$ cat src/rtl/fifo_pkg.sv
// Shared types for the ring_buffer burst masters (reader now, writer later).
package fifo_pkg;

  typedef enum logic [1:0] {
    IDLE  = 2'd0,
    RUN   = 2'd1,
    DRAIN = 2'd2,
    DONE  = 2'd3
  } burst_rd_state_t;

endpackage

$ cat src/rtl/stream_out_reg.sv
// One-entry valid/ready output register. A held beat stays stable until accepted.
// o_can_load tells the master a new beat may be loaded this cycle.
module stream_out_reg #(
  parameter int DATA_WIDTH = 8
) (
  input  logic                  i_clk,
  input  logic                  i_rst_n,
  input  logic                  i_load,
  input  logic [DATA_WIDTH-1:0] i_data,
  input  logic                  i_ready,
  output logic                  o_valid,
  output logic [DATA_WIDTH-1:0] o_data,
  output logic                  o_can_load
);

  logic                  r_valid;
  logic [DATA_WIDTH-1:0] r_data;

  // Load wins over accept so a simultaneous accept+load streams back-to-back.
  always_ff @(posedge i_clk) begin
    if (!i_rst_n) begin
      r_valid <= 1'b0;
      r_data  <= '0;
    end else if (i_load) begin
      r_valid <= 1'b1;
      r_data  <= i_data;
    end else if (r_valid && i_ready) begin
      r_valid <= 1'b0;
    end
  end

  assign o_valid    = r_valid;
  assign o_data     = r_data;
  assign o_can_load = !r_valid || i_ready;

endmodule

$ cat src/rtl/fifo_burst_reader.sv
// Read-side burst master for ring_buffer: pops burst_len beats from the
// combinational head and streams them out through a one-entry register.
module fifo_burst_reader
  import fifo_pkg::*;
#(
  parameter int DATA_WIDTH = 8,
  parameter int LEN_WIDTH  = 8
) (
  input  logic                  clk,
  input  logic                  rst_n,
  input  logic                  start,
  input  logic [LEN_WIDTH-1:0]  burst_len,
  input  logic                  abort,
  input  logic [DATA_WIDTH-1:0] fifo_head,
  input  logic                  fifo_empty,
  output logic                  fifo_pop,
  output logic [DATA_WIDTH-1:0] m_data,
  output logic                  m_valid,
  input  logic                  m_ready,
  output logic                  busy,
  output logic                  done,
  output logic                  aborted,
  output logic [LEN_WIDTH-1:0]  remaining
);

  burst_rd_state_t      r_state, w_next;
  logic [LEN_WIDTH-1:0] r_remaining;
  logic                 r_aborted;
  logic                 r_done;
  logic                 w_can_load;
  logic                 w_pop;
  logic                 w_start_ok;
  logic                 w_last;

  assign w_start_ok = (r_state == IDLE) && start;
  assign w_last     = (r_remaining == LEN_WIDTH'(1));

  // Pop only when the output register can take the beat; gated by reset so
  // nothing leaves the buffer while rst_n is low.
  assign w_pop = rst_n && (r_state == RUN) && !abort && !fifo_empty &&
                 (r_remaining != '0) && w_can_load;

  stream_out_reg #(.DATA_WIDTH(DATA_WIDTH)) u_out (
    .i_clk      (clk),
    .i_rst_n    (rst_n),
    .i_load     (w_pop),
    .i_data     (fifo_head),
    .i_ready    (m_ready),
    .o_valid    (m_valid),
    .o_data     (m_data),
    .o_can_load (w_can_load)
  );

  // Next-state logic; an empty buffer in RUN simply stalls with no timeout.
  always_comb begin
    w_next = r_state;
    case (r_state)
      IDLE:    if (start) w_next = (burst_len == '0) ? DONE : RUN;
      RUN:     if (abort) w_next = DRAIN;
               else if (w_pop && w_last) w_next = DRAIN;
      DRAIN:   if (!m_valid || m_ready) w_next = DONE;
      DONE:    w_next = IDLE;
      default: w_next = IDLE;
    endcase
  end

  // State register and registered done pulse (high exactly while in DONE).
  always_ff @(posedge clk) begin
    if (!rst_n) begin
      r_state <= IDLE;
      r_done  <= 1'b0;
    end else begin
      r_state <= w_next;
      r_done  <= (w_next == DONE);
    end
  end

  // Beat counter: loaded on an accepted start, decremented per pop.
  always_ff @(posedge clk) begin
    if (!rst_n)          r_remaining <= '0;
    else if (w_start_ok) r_remaining <= burst_len;
    else if (w_pop)      r_remaining <= r_remaining - LEN_WIDTH'(1);
  end

  // Abort flag: cleared by a new burst, set only by an abort seen in RUN.
  always_ff @(posedge clk) begin
    if (!rst_n)                         r_aborted <= 1'b0;
    else if (w_start_ok)                r_aborted <= 1'b0;
    else if (r_state == RUN && abort)   r_aborted <= 1'b1;
  end

  assign fifo_pop  = w_pop;
  assign busy      = (r_state == RUN) || (r_state == DRAIN);
  assign done      = r_done;
  assign aborted   = r_aborted;
  assign remaining = r_remaining;

endmodule
$ cat config.mk
export PLATFORM = sky130hd
export DESIGN_NAME = fifo_burst_reader
export DESIGN_NICKNAME = d
export VERILOG_FILES = /design/src/rtl/fifo_pkg.sv /design/src/rtl/stream_out_reg.sv /design/src/rtl/fifo_burst_reader.sv
export SDC_FILE = /design/constraint.sdc
export NUM_CORES = 1
export LEC_CHECK = 0
export BUFFER_PORTS_ARGS = -buffer_cell sky130_fd_sc_hd__buf_4
export CAP_MARGIN = 20
export CORE_ASPECT_RATIO = 0.8
export CORE_MARGIN = 2
export CORE_UTILIZATION = 54
export CTS_BUF_LIST = sky130_fd_sc_hd__clkbuf_2
export DETAILED_ROUTE_END_ITERATION = 12
export PLACE_DENSITY = 0.86
export SYNTH_ARGS = -nofsm -noshare
export SYNTH_HDL_FRONTEND = slang
export SYNTH_SLANG_ARGS = --single-unit
export TNS_END_PERCENT = 1
$ cat constraint.sdc
create_clock -name clk -period 3.32 [get_ports clk]
set_input_delay 0.498 -clock clk [delete_from_list [all_inputs] [get_ports clk]]
set_output_delay 0.498 -clock clk [all_outputs]
set_load 0.01 [all_outputs]
==> metrics.txt <==
outcome=finished clean; multi-input logic area=slightly below 700 um2; CP cell instances=nor4_2 > and3_1 > nor2_1 > buf_4; placed instance count=between 200 and 250; port bufs=42; # diodes=0; drt via density=between 5 and 6; die width=around 56 um; crit end category=output pin; Longest Clk Path Bufs=2; commonest non-fill, non-tap cell in the layout=buf_4; die area=between 2000 and 3000 um2; htree depth=1; M3 GR Usage=around 6%; P_leak=roughly 0.63 nW; skew final=approximately 0.0054 ns; slowest CP cell=and3_1; Hold Fails Final Rpt=0; I/O pin count=43; drt pass-1 iters=4; unrepaired setup endpoints after global routing=no; f_max=0.3952 GHz; YS warnings=0; starting density of the core=about three fifths; final worst slack=between 0.7 and 0.8 ns; Sw Share=between 40 and 50%; power density over the cells=between 600 and 700 nW/um2; final hold slack=about 0.4 ns; Sequential Power Share=36.4%; VDD IR max=0.5886 mV; CTS Sinks=21; Final Cycle Share=76.22%; met1 usage=between 30% and 40%; internal power=between 0.5 and 0.6 mW; max_cap viols=0; Non-Filler Instances=approximately 210; met2 Use GR=approximately 44%; Place WS=1.205 ns; drt wl/cell=between 10 and 15 um; final setup violation count=0; total track usage=24.78%; HPWL after detailed placement=between 2000 and 2500 um; vias in the first global route=1141; Async S/R FF share, synth=0%; TritonCTS buffer count=3; net switching power figure=between 0.4 and 0.5 mW; HP Class=in2reg; Core Footprint=approximately 2000 um2; CTS clock-pin slew for the worst setup and hold paths=about 0.21 ns; Residual DRC=0; GPL Wtd Cong=slightly below 0.9; # fillers=about 160; antenna violations before repair=0; power consumption=between 0.9 and 1 mW; fin nets=210; number of enable flip-flop cells after synthesis=0; Syn Area/Cell=8.159 um2; clock share of power=between 10% and 20%; CTS tree=yes; first-iteration detailed-routing DRC count=between 40 and 50; commonest cells after routing, fill and taps aside=42 x buf_4, 21 x dfxtp_1, 17 x o21ai_0; placement row count=14; GR Overflow Total=0; Mapped Cells=142; Top delay family on crit path=simple AND/OR/NAND/NOR gates; critical path buffer and inverter count=1; setup bufs post-CTS=0; latest clock arrival within the worst-skew pair=between 0.3 and 0.4 ns; synthesized cell area=roughly 1200 um2; Die Height=45.43 um; final core occ=approximately 77%; busiest grt layer=met2; layout cells sized above 1=roughly 28%; required time of the critical path=roughly 2.8 ns; final wirelength=roughly 3000 um; register area=between 400 and 500 um2; Hold Buf Count CTS=0; Worst Setup Start Kind=flop; setup TNS=0 ns; Worst Path Max Fanout=15; FF+latch count, synth=21; Critical Path Max Stage Delay=around 0.53 ns; post-synthesis cell type count=33; placed cell areas=1476 um2; DR vias=~1200; first-pass GRT wire length=between 4000 and 5000 um; critical path type=reg2out; Primary FF master, synth=dfxtp_1; largest net degree at the start of global routing=18; Logic pwr share=52.4%; Least-Margin Pin Slew=roughly 0.57 ns; antenna-violating nets left=0; Slew Limit Fails=0; post-synth net total=between 150 and 200; min cycle time layout=2.531 ns; Seq/Total Area, Yosys=between 30% and 40%; Final Instance Area=roughly 1500 um2; Slew headroom=between 60% and 70%; Syn-to-layout area delta=29.16%; number of gates resized after CTS=0; Root Driver=clkbuf_2; WP data arrival=around 2.0 ns
routing by layer:
| layer | part of all wire (%) | up-vias |
|---|---|---|
| li1 | - | 615 |
| met5 | 0 | - |
| met2 | 50 | 30 |
| met3 | 4.4 | 2 |
| met4 | 0.43 | 0 |
| met1 | 45 | 554 |
registers in the layout, indices dropped and copies added, names as in the netlist:
name	flops
u_out.o_valid	1
remaining	8
aborted	1
done	1
r_state	2
u_out.o_data	8
tightest hold or removal path, stage by stage:
cell and delay, ns:
buf_4 0.11, nand3_1 0.05, a21oi_1 0.05
cell type report:
class | instances | share of cell area [%]
Multi-Input combinational cell | 108 | 45.99
Tap cell | 24 | 2.007
Clock inverter | 1 | 0.3344
Inverter | 6 | 1.505
Timing Repair Buffer | 42 | 21.07
Clock buffer | 3 | 1.003
Sequential cell | 21 | 28.09
Yosys cell counts, types with 2 or more instances:
library cell | count | area, um2
a21oi_1 | 16 | 80.08
inv_1 | 6 | 22.52
o31ai_1 | 2 | 15.01
o21ai_0 | 17 | 85.08
o211ai_1 | 2 | 15.01
dfxtp_1 | 21 | 420.4
a311oi_1 | 3 | 26.28
nand3_1 | 13 | 65.06
mux2i_1 | 2 | 20.02
nand4_1 | 2 | 12.51
a31oi_1 | 3 | 18.77
or4_1 | 4 | 30.03
ha_1 | 6 | 75.07
nor2b_1 | 4 | 25.02
nor3_1 | 2 | 10.01
nor4_1 | 2 | 12.51
and3_1 | 3 | 18.77
nor2_1 | 8 | 30.03
clkbuf_1 | 6 | 22.52
nand3b_1 | 2 | 15.01
nand2_1 | 6 | 22.52
power by group through the flow:
stage,logic (mW),registers (mW),clock network [mW]
after floorplan,0.332,0.372,0
after global placement,0.494,0.361,0
after detailed placement,0.509,0.365,0
after CTS,0.512,0.359,0.114
after global routing,0.570,0.369,0.117
final,0.517,0.359,0.111
logic make-up after synthesis:
family	synth area share [%]
AND/OR/NAND/NOR	27.54
flip-flops	36.28
AO/OA/AOI/OAI	23.65
multiplexers	1.728
adder cells (fa/ha/maj)	6.479
buffers and inverters	4.319
worst paths after layout:
kind / cells past startpoint / slack [ns] / start / end
setup / recovery: 4 / 0.79 / remaining[7] / fifo_pop
hold / removal: 3 / 0.39 / fifo_head[1] / u_out.o_data[1]
setup reg to reg: 6 / 1.19 / r_state[1] / remaining[7]
hold reg to reg: 2 / 0.50 / u_out.o_data[4] / u_out.o_data[4]
No activity file was read; power rests on OpenSTA's default activity.
